[config.mk]
export PLATFORM = sky130hd
export DESIGN_NAME = mem_port_flat
export DESIGN_NICKNAME = d
export VERILOG_FILES = /design/src/rtl/mem_port_if.sv /design/src/rtl/mem_port.sv /design/src/flat_wrapper.sv
export SDC_FILE = /design/constraint.sdc
export NUM_CORES = 1
export LEC_CHECK = 0
export BUFFER_PORTS_ARGS = -buffer_cell sky130_fd_sc_hd__buf_2
export CAP_MARGIN = 25
export CORE_AREA = 2 2 132 134
export CTS_CLUSTER_DIAMETER = 40
export DETAILED_ROUTE_END_ITERATION = 8
export DIE_AREA = 0 0 134 136
export PLACE_DENSITY = 0.77
export SYNTH_ARGS = -nofsm -noshare
export SYNTH_HDL_FRONTEND = slang
export SYNTH_SLANG_ARGS = --single-unit
[constraint.sdc]
create_clock -name CLK -period 8.4 [get_ports CLK]
set_input_delay 2.1 -clock CLK [delete_from_list [all_inputs] [get_ports CLK]]
set_output_delay 2.1 -clock CLK [all_outputs]
set_load 0.02 [all_outputs]
[src/rtl/mem_port_if.sv]
// Bus bundle for mem_port: requester, memory issue/response and retire channels.
// master = requester plus memory side; slave = the mem_port itself.
interface mem_port_if #(
  parameter int unsigned DATA_WIDTH = 32,
  parameter int unsigned ADDR_WIDTH = 32
);

  // Request channel
  logic                  REQ_VALID;
  logic                  REQ_READY;
  logic                  REQ_WRITE;
  logic [ADDR_WIDTH-1:0] REQ_ADDR;
  logic [DATA_WIDTH-1:0] REQ_DATA;

  // Load issue channel
  logic                  MEM_RD_ADDR_VALID;
  logic                  MEM_RD_READY;
  logic [ADDR_WIDTH-1:0] MEM_RD_ADDR;

  // Store issue channel
  logic                  MEM_WR_VALID;
  logic                  MEM_WR_READY;
  logic [ADDR_WIDTH-1:0] MEM_WR_ADDR;
  logic [DATA_WIDTH-1:0] MEM_WR_DATA;

  // Load response channel
  logic                  MEM_RD_RESP_VALID;
  logic                  MEM_RD_RESP_READY;
  logic [ADDR_WIDTH-1:0] MEM_RD_RESP_ADDR;
  logic [DATA_WIDTH-1:0] MEM_RD_RESP_DATA;

  // Store ack channel
  logic                  MEM_WR_ACK_VALID;
  logic                  MEM_WR_ACK_READY;
  logic [DATA_WIDTH-1:0] MEM_WR_ACK_DATA;

  // Retire channel
  logic                  RESP_VALID;
  logic                  RESP_READY;
  logic                  RESP_WRITE;
  logic [ADDR_WIDTH-1:0] RESP_ADDR;
  logic [DATA_WIDTH-1:0] RESP_DATA;

  logic                  BUSY;

  modport master (
    output REQ_VALID, REQ_WRITE, REQ_ADDR, REQ_DATA,
    input  REQ_READY,
    input  MEM_RD_ADDR_VALID, MEM_RD_ADDR,
    output MEM_RD_READY,
    input  MEM_WR_VALID, MEM_WR_ADDR, MEM_WR_DATA,
    output MEM_WR_READY,
    output MEM_RD_RESP_VALID, MEM_RD_RESP_ADDR, MEM_RD_RESP_DATA,
    input  MEM_RD_RESP_READY,
    output MEM_WR_ACK_VALID, MEM_WR_ACK_DATA,
    input  MEM_WR_ACK_READY,
    input  RESP_VALID, RESP_WRITE, RESP_ADDR, RESP_DATA,
    output RESP_READY,
    input  BUSY
  );

  modport slave (
    input  REQ_VALID, REQ_WRITE, REQ_ADDR, REQ_DATA,
    output REQ_READY,
    output MEM_RD_ADDR_VALID, MEM_RD_ADDR,
    input  MEM_RD_READY,
    output MEM_WR_VALID, MEM_WR_ADDR, MEM_WR_DATA,
    input  MEM_WR_READY,
    input  MEM_RD_RESP_VALID, MEM_RD_RESP_ADDR, MEM_RD_RESP_DATA,
    output MEM_RD_RESP_READY,
    input  MEM_WR_ACK_VALID, MEM_WR_ACK_DATA,
    output MEM_WR_ACK_READY,
    output RESP_VALID, RESP_WRITE, RESP_ADDR, RESP_DATA,
    input  RESP_READY,
    output BUSY
  );

endinterface

[src/rtl/mem_port.sv]
// In-order memory port: accepts load/store requests, issues them through a one-entry
// issue register to separate load/store channels, and retires memory responses strictly
// in request order using a FIFO of request types.
module mem_port #(
  parameter int unsigned DATA_WIDTH = 32,
  parameter int unsigned ADDR_WIDTH = 32,
  parameter int unsigned DEPTH      = 4
) (
  input  logic        CLK,
  input  logic        RST_N,
  mem_port_if.slave   bus
);

  localparam int unsigned PtrW = $clog2(DEPTH);
  localparam int unsigned CntW = $clog2(DEPTH + 1);

  typedef logic [PtrW-1:0] ptr_t;
  typedef logic [CntW-1:0] cnt_t;

  localparam cnt_t DepthC = cnt_t'(DEPTH);

  // Issue register
  logic                  iss_valid_q, iss_valid_d;
  logic                  iss_write_q, iss_write_d;
  logic [ADDR_WIDTH-1:0] iss_addr_q, iss_addr_d;
  logic [DATA_WIDTH-1:0] iss_data_q, iss_data_d;

  // Tag FIFO (1 = store, 0 = load)
  logic [DEPTH-1:0]      tag_q, tag_d;
  ptr_t                  wr_ptr_q, wr_ptr_d;
  ptr_t                  rd_ptr_q, rd_ptr_d;
  cnt_t                  fifo_cnt_q, fifo_cnt_d;

  // Response register
  logic                  resp_valid_q, resp_valid_d;
  logic                  resp_write_q, resp_write_d;
  logic [ADDR_WIDTH-1:0] resp_addr_q, resp_addr_d;
  logic [DATA_WIDTH-1:0] resp_data_q, resp_data_d;

  // Outstanding requests: accepted but not yet retired on RESP
  cnt_t                  count_q, count_d;

  logic iss_done;
  logic req_ready;
  logic req_fire;
  logic fifo_empty;
  logic head_tag;
  logic resp_free;
  logic rd_resp_ready;
  logic wr_ack_ready;
  logic rd_fire;
  logic ack_fire;
  logic resp_fire;
  logic push;
  logic pop;

  // Handshake decode
  always_comb begin
    iss_done      = iss_valid_q & (iss_write_q ? bus.MEM_WR_READY : bus.MEM_RD_READY);
    // RST_N gates ready so it drops asynchronously with reset
    req_ready     = RST_N & (count_q < DepthC) & (~iss_valid_q | iss_done);
    req_fire      = bus.REQ_VALID & req_ready;
    fifo_empty    = (fifo_cnt_q == '0);
    head_tag      = tag_q[rd_ptr_q];
    resp_free     = ~resp_valid_q | bus.RESP_READY;
    rd_resp_ready = ~fifo_empty & ~head_tag & resp_free;
    wr_ack_ready  = ~fifo_empty & head_tag & resp_free;
    rd_fire       = bus.MEM_RD_RESP_VALID & rd_resp_ready;
    ack_fire      = bus.MEM_WR_ACK_VALID & wr_ack_ready;
    resp_fire     = resp_valid_q & bus.RESP_READY;
    push          = req_fire;
    pop           = rd_fire | ack_fire;
  end

  // Issue register next state: a new request may replace one completing this cycle
  always_comb begin
    iss_valid_d = iss_valid_q;
    iss_write_d = iss_write_q;
    iss_addr_d  = iss_addr_q;
    iss_data_d  = iss_data_q;
    if (req_fire) begin
      iss_valid_d = 1'b1;
      iss_write_d = bus.REQ_WRITE;
      iss_addr_d  = bus.REQ_ADDR;
      iss_data_d  = bus.REQ_DATA;
    end else if (iss_done) begin
      iss_valid_d = 1'b0;
    end
  end

  // Tag FIFO next state; pointers wrap naturally since DEPTH is a power of 2
  always_comb begin
    tag_d      = tag_q;
    wr_ptr_d   = wr_ptr_q;
    rd_ptr_d   = rd_ptr_q;
    fifo_cnt_d = fifo_cnt_q;
    if (push) begin
      tag_d[wr_ptr_q] = bus.REQ_WRITE;
      wr_ptr_d        = wr_ptr_q + ptr_t'(1);
    end
    if (pop) begin
      rd_ptr_d = rd_ptr_q + ptr_t'(1);
    end
    unique case ({push, pop})
      2'b10:   fifo_cnt_d = fifo_cnt_q + cnt_t'(1);
      2'b01:   fifo_cnt_d = fifo_cnt_q - cnt_t'(1);
      default: fifo_cnt_d = fifo_cnt_q;
    endcase
  end

  // Response register next state; stores retire with address 0
  always_comb begin
    resp_valid_d = resp_valid_q;
    resp_write_d = resp_write_q;
    resp_addr_d  = resp_addr_q;
    resp_data_d  = resp_data_q;
    if (rd_fire) begin
      resp_valid_d = 1'b1;
      resp_write_d = 1'b0;
      resp_addr_d  = bus.MEM_RD_RESP_ADDR;
      resp_data_d  = bus.MEM_RD_RESP_DATA;
    end else if (ack_fire) begin
      resp_valid_d = 1'b1;
      resp_write_d = 1'b1;
      resp_addr_d  = '0;
      resp_data_d  = bus.MEM_WR_ACK_DATA;
    end else if (resp_fire) begin
      resp_valid_d = 1'b0;
    end
  end

  // Outstanding count: accept and retire in the same cycle cancel out
  always_comb begin
    count_d = count_q;
    unique case ({req_fire, resp_fire})
      2'b10:   count_d = count_q + cnt_t'(1);
      2'b01:   count_d = count_q - cnt_t'(1);
      default: count_d = count_q;
    endcase
  end

  // State registers, all cleared asynchronously
  always_ff @(posedge CLK or negedge RST_N) begin
    if (!RST_N) begin
      iss_valid_q  <= 1'b0;
      iss_write_q  <= 1'b0;
      iss_addr_q   <= '0;
      iss_data_q   <= '0;
      tag_q        <= '0;
      wr_ptr_q     <= '0;
      rd_ptr_q     <= '0;
      fifo_cnt_q   <= '0;
      resp_valid_q <= 1'b0;
      resp_write_q <= 1'b0;
      resp_addr_q  <= '0;
      resp_data_q  <= '0;
      count_q      <= '0;
    end else begin
      iss_valid_q  <= iss_valid_d;
      iss_write_q  <= iss_write_d;
      iss_addr_q   <= iss_addr_d;
      iss_data_q   <= iss_data_d;
      tag_q        <= tag_d;
      wr_ptr_q     <= wr_ptr_d;
      rd_ptr_q     <= rd_ptr_d;
      fifo_cnt_q   <= fifo_cnt_d;
      resp_valid_q <= resp_valid_d;
      resp_write_q <= resp_write_d;
      resp_addr_q  <= resp_addr_d;
      resp_data_q  <= resp_data_d;
      count_q      <= count_d;
    end
  end

  // Output drive
  always_comb begin
    bus.REQ_READY         = req_ready;
    bus.MEM_RD_ADDR_VALID = iss_valid_q & ~iss_write_q;
    bus.MEM_RD_ADDR       = iss_addr_q;
    bus.MEM_WR_VALID      = iss_valid_q & iss_write_q;
    bus.MEM_WR_ADDR       = iss_addr_q;
    bus.MEM_WR_DATA       = iss_data_q;
    bus.MEM_RD_RESP_READY = rd_resp_ready;
    bus.MEM_WR_ACK_READY  = wr_ack_ready;
    bus.RESP_VALID        = resp_valid_q;
    bus.RESP_WRITE        = resp_write_q;
    bus.RESP_ADDR         = resp_addr_q;
    bus.RESP_DATA         = resp_data_q;
    bus.BUSY              = (count_q != '0);
  end

endmodule

[src/flat_wrapper.sv]
// flat-port wrapper written by rule: the top's interface ports become plain ports
module mem_port_flat 
#(
  parameter int unsigned DATA_WIDTH = 32,
  parameter int unsigned ADDR_WIDTH = 32,
  parameter int unsigned DEPTH      = 4
)
  (CLK, RST_N, bus_REQ_VALID, bus_REQ_WRITE, bus_REQ_ADDR, bus_REQ_DATA, bus_REQ_READY, bus_MEM_RD_ADDR_VALID, bus_MEM_RD_ADDR, bus_MEM_RD_READY, bus_MEM_WR_VALID, bus_MEM_WR_ADDR, bus_MEM_WR_DATA, bus_MEM_WR_READY, bus_MEM_RD_RESP_VALID, bus_MEM_RD_RESP_ADDR, bus_MEM_RD_RESP_DATA, bus_MEM_RD_RESP_READY, bus_MEM_WR_ACK_VALID, bus_MEM_WR_ACK_DATA, bus_MEM_WR_ACK_READY, bus_RESP_VALID, bus_RESP_WRITE, bus_RESP_ADDR, bus_RESP_DATA, bus_RESP_READY, bus_BUSY);
  mem_port_if #(.DATA_WIDTH(DATA_WIDTH), .ADDR_WIDTH(ADDR_WIDTH)) bus_i ();
  input  logic CLK;
  input  logic RST_N;
  input wire logic [$bits(bus_i.REQ_VALID)-1:0] bus_REQ_VALID;
  input wire logic [$bits(bus_i.REQ_WRITE)-1:0] bus_REQ_WRITE;
  input wire logic [$bits(bus_i.REQ_ADDR)-1:0] bus_REQ_ADDR;
  input wire logic [$bits(bus_i.REQ_DATA)-1:0] bus_REQ_DATA;
  output wire logic [$bits(bus_i.REQ_READY)-1:0] bus_REQ_READY;
  output wire logic [$bits(bus_i.MEM_RD_ADDR_VALID)-1:0] bus_MEM_RD_ADDR_VALID;
  output wire logic [$bits(bus_i.MEM_RD_ADDR)-1:0] bus_MEM_RD_ADDR;
  input wire logic [$bits(bus_i.MEM_RD_READY)-1:0] bus_MEM_RD_READY;
  output wire logic [$bits(bus_i.MEM_WR_VALID)-1:0] bus_MEM_WR_VALID;
  output wire logic [$bits(bus_i.MEM_WR_ADDR)-1:0] bus_MEM_WR_ADDR;
  output wire logic [$bits(bus_i.MEM_WR_DATA)-1:0] bus_MEM_WR_DATA;
  input wire logic [$bits(bus_i.MEM_WR_READY)-1:0] bus_MEM_WR_READY;
  input wire logic [$bits(bus_i.MEM_RD_RESP_VALID)-1:0] bus_MEM_RD_RESP_VALID;
  input wire logic [$bits(bus_i.MEM_RD_RESP_ADDR)-1:0] bus_MEM_RD_RESP_ADDR;
  input wire logic [$bits(bus_i.MEM_RD_RESP_DATA)-1:0] bus_MEM_RD_RESP_DATA;
  output wire logic [$bits(bus_i.MEM_RD_RESP_READY)-1:0] bus_MEM_RD_RESP_READY;
  input wire logic [$bits(bus_i.MEM_WR_ACK_VALID)-1:0] bus_MEM_WR_ACK_VALID;
  input wire logic [$bits(bus_i.MEM_WR_ACK_DATA)-1:0] bus_MEM_WR_ACK_DATA;
  output wire logic [$bits(bus_i.MEM_WR_ACK_READY)-1:0] bus_MEM_WR_ACK_READY;
  output wire logic [$bits(bus_i.RESP_VALID)-1:0] bus_RESP_VALID;
  output wire logic [$bits(bus_i.RESP_WRITE)-1:0] bus_RESP_WRITE;
  output wire logic [$bits(bus_i.RESP_ADDR)-1:0] bus_RESP_ADDR;
  output wire logic [$bits(bus_i.RESP_DATA)-1:0] bus_RESP_DATA;
  input wire logic [$bits(bus_i.RESP_READY)-1:0] bus_RESP_READY;
  output wire logic [$bits(bus_i.BUSY)-1:0] bus_BUSY;
  assign bus_i.REQ_VALID = bus_REQ_VALID;
  assign bus_i.REQ_WRITE = bus_REQ_WRITE;
  assign bus_i.REQ_ADDR = bus_REQ_ADDR;
  assign bus_i.REQ_DATA = bus_REQ_DATA;
  assign bus_REQ_READY = bus_i.REQ_READY;
  assign bus_MEM_RD_ADDR_VALID = bus_i.MEM_RD_ADDR_VALID;
  assign bus_MEM_RD_ADDR = bus_i.MEM_RD_ADDR;
  assign bus_i.MEM_RD_READY = bus_MEM_RD_READY;
  assign bus_MEM_WR_VALID = bus_i.MEM_WR_VALID;
  assign bus_MEM_WR_ADDR = bus_i.MEM_WR_ADDR;
  assign bus_MEM_WR_DATA = bus_i.MEM_WR_DATA;
  assign bus_i.MEM_WR_READY = bus_MEM_WR_READY;
  assign bus_i.MEM_RD_RESP_VALID = bus_MEM_RD_RESP_VALID;
  assign bus_i.MEM_RD_RESP_ADDR = bus_MEM_RD_RESP_ADDR;
  assign bus_i.MEM_RD_RESP_DATA = bus_MEM_RD_RESP_DATA;
  assign bus_MEM_RD_RESP_READY = bus_i.MEM_RD_RESP_READY;
  assign bus_i.MEM_WR_ACK_VALID = bus_MEM_WR_ACK_VALID;
  assign bus_i.MEM_WR_ACK_DATA = bus_MEM_WR_ACK_DATA;
  assign bus_MEM_WR_ACK_READY = bus_i.MEM_WR_ACK_READY;
  assign bus_RESP_VALID = bus_i.RESP_VALID;
  assign bus_RESP_WRITE = bus_i.RESP_WRITE;
  assign bus_RESP_ADDR = bus_i.RESP_ADDR;
  assign bus_RESP_DATA = bus_i.RESP_DATA;
  assign bus_i.RESP_READY = bus_RESP_READY;
  assign bus_BUSY = bus_i.BUSY;
  mem_port #(.DATA_WIDTH(DATA_WIDTH), .ADDR_WIDTH(ADDR_WIDTH), .DEPTH(DEPTH)) u_core (.CLK(CLK), .RST_N(RST_N), .bus(bus_i));
endmodule
# ---- Yosys cells after proc, flatten, opt, wreduce, memory -nomap -nowiden
# Index checks and enable logic that the tools add are counted.
dict set report word_totals {
  rom_bits 0
  word_cells 75
  latch_bits 0
  output_inout_bits 168
  ram_bits 0
  n_memories 0
  inputBits 169
  ff_bits 146
}
dict set report classes {
  addsub 6
  n_reduce_logical 8
  n_eq_ne 4
  n_mux 19
  shift 0
  bitwise_logic 21
  multipliers 0
  order_cmp 4
  n_div 0
}
# cell n
set ops {}
lappend ops {{two-way mux 32 bit} 4}
lappend ops {{AND 1 bit} 13}
lappend ops {{one-hot mux 3 bit (2 select lines)} 2}
lappend ops {{two-way mux 1 bit} 10}
lappend ops {{nonzero test 2 bit} 4}
lappend ops {{adder 3 x 1 -> 3 bit, second input constant} 2}
lappend ops {{< comparator 2 x 3 -> 1 bit, second input constant} 2}
lappend ops {{nonzero test 3 bit} 2}
lappend ops {{subtractor 3 x 1 -> 3 bit, second input constant} 2}
lappend ops {{NOT 1 bit} 5}
lappend ops {{adder 2 x 1 -> 2 bit, second input constant} 2}
lappend ops {{bitwise mux 4 bit} 1}
lappend ops {{equality test 2 x 1 -> 1 bit, second input constant} 2}
lappend ops {{equality test 2 bit, second input constant} 2}
lappend ops {{logical NOT 3 bit} 1}
lappend ops {{< comparator 3 bit, second input constant} 1}
lappend ops {{bitwise OR 1 bit} 3}
lappend ops {{binary-select mux 1 bit (select 2 bit)} 1}
lappend ops {{demux 1 bit (select 2 bit)} 1}
lappend ops {{>= comparator 2 x 1 -> 1 bit, second input constant} 1}
lappend ops {{logical AND 1 bit} 1}

# ---- Longest topological paths before layout
dict set report logic_depth {
  ltp_word 9
  depth_mapped 12
  ltp_nobuf 10
}

# ---- Worst setup path before layout
# Ideal clock, no wire load.
dict set report synth_path {
  path_type {input to output}
  from {input port bus_RESP_READY}
  to {output port bus_MEM_RD_RESP_READY}
  path_slack_ns 3.540
  n_path_buf 0
  stages 3
  arrival_ns 2.760
  cell_sequence {nor2b_1 -> or2_2 -> nor2_1}
}
dict set report synth_via {
  elab_chain_len 2
}
# element line
set synth_rtl {}
lappend synth_rtl {{start: declaration} flat_wrapper.sv:35} ;# input wire logic [$bits(bus_i.RESP_READY)-1:0] bus_RESP_READY;
lappend synth_rtl {{bitwise OR 1 bit} mem_port.sv:65} ;# resp_free = ~resp_valid_q | bus.RESP_READY;
lappend synth_rtl {{AND 1 bit} mem_port.sv:66} ;# rd_resp_ready = ~fifo_empty & ~head_tag & resp_free;
lappend synth_rtl {{end: declaration} flat_wrapper.sv:27} ;# output wire logic [$bits(bus_i.MEM_RD_RESP_READY)-1:0] bus_MEM_RD_RESP_READY;
# No other way between the ends.

# ---- Worst setup path in the final report
dict set report layout_path {
  from {input port bus_RESP_READY}
  to {output port bus_MEM_WR_ACK_READY}
}
dict set report layout_via {
  elab_chain_len 2
}
# element line
set layout_rtl {}
lappend layout_rtl {{bitwise OR 1 bit} mem_port.sv:65}
lappend layout_rtl {{AND 1 bit} mem_port.sv:67} ;# wr_ack_ready = ~fifo_empty & head_tag & resp_free;
lappend layout_rtl {{end: declaration} flat_wrapper.sv:30} ;# output wire logic [$bits(bus_i.MEM_WR_ACK_READY)-1:0] bus_MEM_WR_ACK_READY;
# No other way between the ends.

==> results summary <==
The worst setup path is launched from a primary input. The total of warnings raised by yosys is 0. TritonCTS built the clock tree. The setup check on the worst reg-to-reg path leaves a slack of 5.18 ns. Routability-driven placement finished with a final weighted congestion of 0.744.

The filler cell count came out at 1499. In this run the worst hold path is classified as flop to flop. The total number of H-tree levels is 4.

The total power draw is 3.88 mW. The global-route wire length before repair is 22.1 mm. The slowest stage of the critical path belongs to the cell sky130_fd_sc_hd__nor2b_1. The full die area came out at 18200 um2. Dividing the detail-routed wire length by the instance count gives 14.8 um. Synthesis inferred 146 register bits. The data required time at the worst endpoint is 6.30 ns. The combined area of the multi-input logic cells is 2320 um2.

The starting density of the core is 37.8%. During placement, the flow inserted port buffers numbering 336. The I/O pin count is 337.

The worst-case hold slack is 0.479 ns. Measured against its own limit, the worst slew margin works out to 37.3%. After detailed routing, the number of remaining DRC violations is 0. The shortest period the worst path allows came out at 5.12 ns.

The count of routing violations after the opening detailed-route iteration came out at 141. The chip width came out at 134 um. The initial antenna violation count is 0. The cell area power density is 451 nW/um2. The average cell area after synthesis is 14.9 um2. The total count of hold-check failures in the final report came to 0. Synthesis produced a netlist with a net count of 605.

The number of buffers on the longest clock path is 2. The most frequent cell on the critical path is sky130_fd_sc_hd__buf_2. After detailed routing, the met3 layer carries 1.07 mm of wire. The number of buffers inserted for hold repair after clock tree synthesis came out at 0. The pre-CTS worst setup slack came out at 3.27 ns. The worst register-to-register path begins at u_core.rd_ptr_q[0]$_DFFE_PN0N_. For this design the static power due to leakage is 4.38 nW. Detailed routing inserted a total of 4425 vias. The clock-pin slew reported for the worst setup and hold paths after clock tree synthesis is 0.06 ns. The total global routing overflow came out at 0. Summed over all failing endpoints, the final setup total negative slack is 0 ns. The number of cells in the design after placement is 941. The tree is rooted in a sky130_fd_sc_hd__clkbuf_16. The number of enable-type register cells in the synthesized netlist is 0. The final net count came out at 912.

The maximum fanout along the worst path came out at 4. The average via count per standard cell came out at 4.55. Across the VDD grid, the largest voltage drop is 0.256 mV. The sum of net half-perimeters after detailed placement came out at 10.6 mm. The highest cell delay on the worst timing path came out at 0.35 ns. The detailed-routing wirelength on met1 is 5.83 mm. The max-capacitance violation count came out at 0.

The global-route usage over all layers is 15.5%. The setup clock skew after layout is 0.00844 ns. The number of cells upsized or downsized after cts came out at 0. The number of standard-cell rows in the floorplan came out at 48. Following the worst setup path forward leads to its endpoint at bus_MEM_WR_ACK_READY. Wire segments on met2 add up to 7.33 mm in the final route. The die extent in y came out at 136 um. The setup fix buffers added after clock tree synthesis came out at 0.

The flow ran to the end, and the final reports show no timing, DRC or antenna violations. Entering global routing, the biggest net connects 74 pins. The synthesis-to-layout area growth came out at 34.7%.

The clock insertion delay at the later pin of the skew report came out at 0.41 ns. The most used flip-flop cell after synthesis is sky130_fd_sc_hd__dfrtp_1. The worst path arrival time came out at 3.02 ns. The number of max-slew violations in the final report came out at 0. Traced cell by cell, the critical path runs through buf_2 -> nor2b_1 -> nor2_1 -> and2_1 -> buf_2. Across all setup checks in the final design, the least slack found is 3.28 ns. The filler-free cell count of the finished design came out at 972. The overall routed net length came out at 14.4 mm.

For the worst flop-to-flop path, the logic depth is 5. After detailed routing, no signal wire sits above met4. The post-synthesis cell count is 428. The number of distinct standard cells referenced by the synthesized netlist came out at 29. The worst setup path is captured at an output pin.

Before antenna repair, the detailed router went through 4 iterations. The storage element area came out at 3650 um2. The area of the core is 16900 um2. The post-synthesis async set-or-reset flop share came out at 100%. Dividing the final minimum period by the clock period gives 60.9%. The worst setup path is of the primary input to output pin kind. The actual transition at the worst max-transition pin came out at 0.936 ns. In this run the worst setup path begins at bus_RESP_READY. The part of the Yosys area used for sequential elements came out at 57.2%. The highest clock frequency the design can meet came out at 0.195 GHz. Once detail routing completed, the nets flagged for antenna violations numbered 0.

The share of cells above drive strength 1 came out at 67.9%. The via count of the first global-routing pass is 4374. For this design, the sink count on the clock tree is 146.

The endpoint identified for the worst register-to-register timing path is u_core.bus.RESP_DATA[31]$_DFFE_PN0N_. The post-synth design cell area came out at 6390 um2. The count of inserted antenna diode cells is 0. The total clock buffers created by CTS is 17. The number of endpoints failing setup at the final stage is 0. Setup repair after global routing left no endpoint under its margin.
-- worst max-delay path, delay by kind of cell --
family / cells / cell delay, ns
and+or+nand+nor: 3 / 0.67
buffers and inverters: 2 / 0.26
-- how the worst min path moves through the flow --
stage	start	to	cells past startpoint
after global placement	u_core.fifo_cnt_q[2]$_DFFE_PN0P_	u_core.fifo_cnt_q[2]$_DFFE_PN0P_	1
after detailed placement	u_core.fifo_cnt_q[2]$_DFFE_PN0P_	u_core.fifo_cnt_q[2]$_DFFE_PN0P_	1
after floorplan	u_core.fifo_cnt_q[2]$_DFFE_PN0P_	u_core.fifo_cnt_q[2]$_DFFE_PN0P_	1
after CTS	u_core.fifo_cnt_q[2]$_DFFE_PN0P_	u_core.fifo_cnt_q[2]$_DFFE_PN0P_	1
after global routing	u_core.rd_ptr_q[1]$_DFFE_PN0N_	u_core.rd_ptr_q[1]$_DFFE_PN0N_	1
final	u_core.fifo_cnt_q[2]$_DFFE_PN0P_	u_core.fifo_cnt_q[2]$_DFFE_PN0P_	1
-- registers in the layout, indices dropped and copies added, names as in the netlist --
| name | flops |
|---|---|
| u_core.bus.MEM_RD_ADDR | 32 |
| u_core.bus.MEM_WR_DATA | 32 |
| u_core.bus.RESP_ADDR | 32 |
| u_core.bus.RESP_DATA | 32 |
| u_core.tag_q | 4 |
| u_core.count_q | 3 |
| u_core.fifo_cnt_q | 3 |
| u_core.rd_ptr_q | 2 |
| u_core.wr_ptr_q | 2 |
| u_core.bus.RESP_VALID | 1 |
| u_core.bus.RESP_WRITE | 1 |
| u_core.iss_valid_q | 1 |
| u_core.iss_write_q | 1 |
-- cell families (layout without fill, tap and decap cells) --
group	after synthesis	count (layout)	synth area share, %
DFF	146	146	57.2
AOI/OAI and AO/OA	38	38	5.00
buffers and inverters	64	383	6.72
xor gates and xnor gates	9	9	1.23
and+or+nand+nor	27	27	2.23
muxes	136	136	25.8
adders and majority gates	8	8	1.80
-- cells in the mapped netlist (all sizes together) (2+ instances only) --
cell | n | area share [%]
ha | 6 | 1.2
nor2 | 5 | 0.29
xor2 | 5 | 0.69
buf | 53 | 6.0
mux2i | 2 | 0.31
xnor2 | 4 | 0.55
a22o | 32 | 4.4
nand2 | 9 | 0.53
nor2b | 2 | 0.20
mux2 | 133 | 25
dfrtp | 146 | 57
nand2b | 3 | 0.29
inv | 11 | 0.69
fa | 2 | 0.63
and2 | 3 | 0.29
o21ai | 3 | 0.23
-- placed cells by master, fill, tap and decap left out, types with 2 or more instances in the layout --
master / n
sky130_fd_sc_hd__clkbuf_1: 3
sky130_fd_sc_hd__nand2_1: 9
sky130_fd_sc_hd__buf_2: 335
sky130_fd_sc_hd__dfrtp_1: 146
sky130_fd_sc_hd__clkbuf_16: 17
sky130_fd_sc_hd__xnor2_1: 4
sky130_fd_sc_hd__a22o_1: 32
sky130_fd_sc_hd__buf_4: 5
sky130_fd_sc_hd__nor2_1: 5
sky130_fd_sc_hd__mux2_2: 104
sky130_fd_sc_hd__and2_1: 3
sky130_fd_sc_hd__clkinv_2: 5
sky130_fd_sc_hd__xor2_1: 5
sky130_fd_sc_hd__ha_1: 6
sky130_fd_sc_hd__fa_1: 2
sky130_fd_sc_hd__mux2i_1: 2
sky130_fd_sc_hd__clkinvlp_4: 2
sky130_fd_sc_hd__mux2_4: 29
sky130_fd_sc_hd__inv_1: 10
sky130_fd_sc_hd__nor2b_1: 2
sky130_fd_sc_hd__nand2b_1: 3
sky130_fd_sc_hd__o21ai_0: 3
sky130_fd_sc_hd__bufinv_16: 3
-- routing by layer --
metal	vias up	global-route usage, %
li1	2081	-
met1	2130	18.7
met2	203	26.5
met3	11	5.03
met4	0	4.96
met5	-	0
-- where the power goes --
| part | switching, mW | internal [mW] | leakage [nW] |
|---|---|---|---|
| clock | 0.277 | 0.463 | 0.279 |
| sequential | 0.201 | 1.06 | 1.76 |
| combinational | 1.05 | 0.830 | 2.34 |
| total | 1.53 | 2.35 | 4.38 |
-- cell type report --
cell class	count	share of cell area (%)
timing repair buffer	341	20.1
clock buffer	20	5.08
clock inverter	11	1.61
inverter	11	0.509
sequential	146	42.5
tap	225	3.27
multi-input combinational	218	27.0
-- metrics by stage --
step | instance area, um2 | util, %
4_1_cts | 8600 | 51.0
6_report | 8600 | 51.0
2_1_floorplan | 6390 | -
3_3_place_gp | 8030 | 47.6
3_5_place_dp | 8030 | 47.6
5_1_grt | 8600 | 51.0
Note: power is estimated with default switching activity, not from simulation.
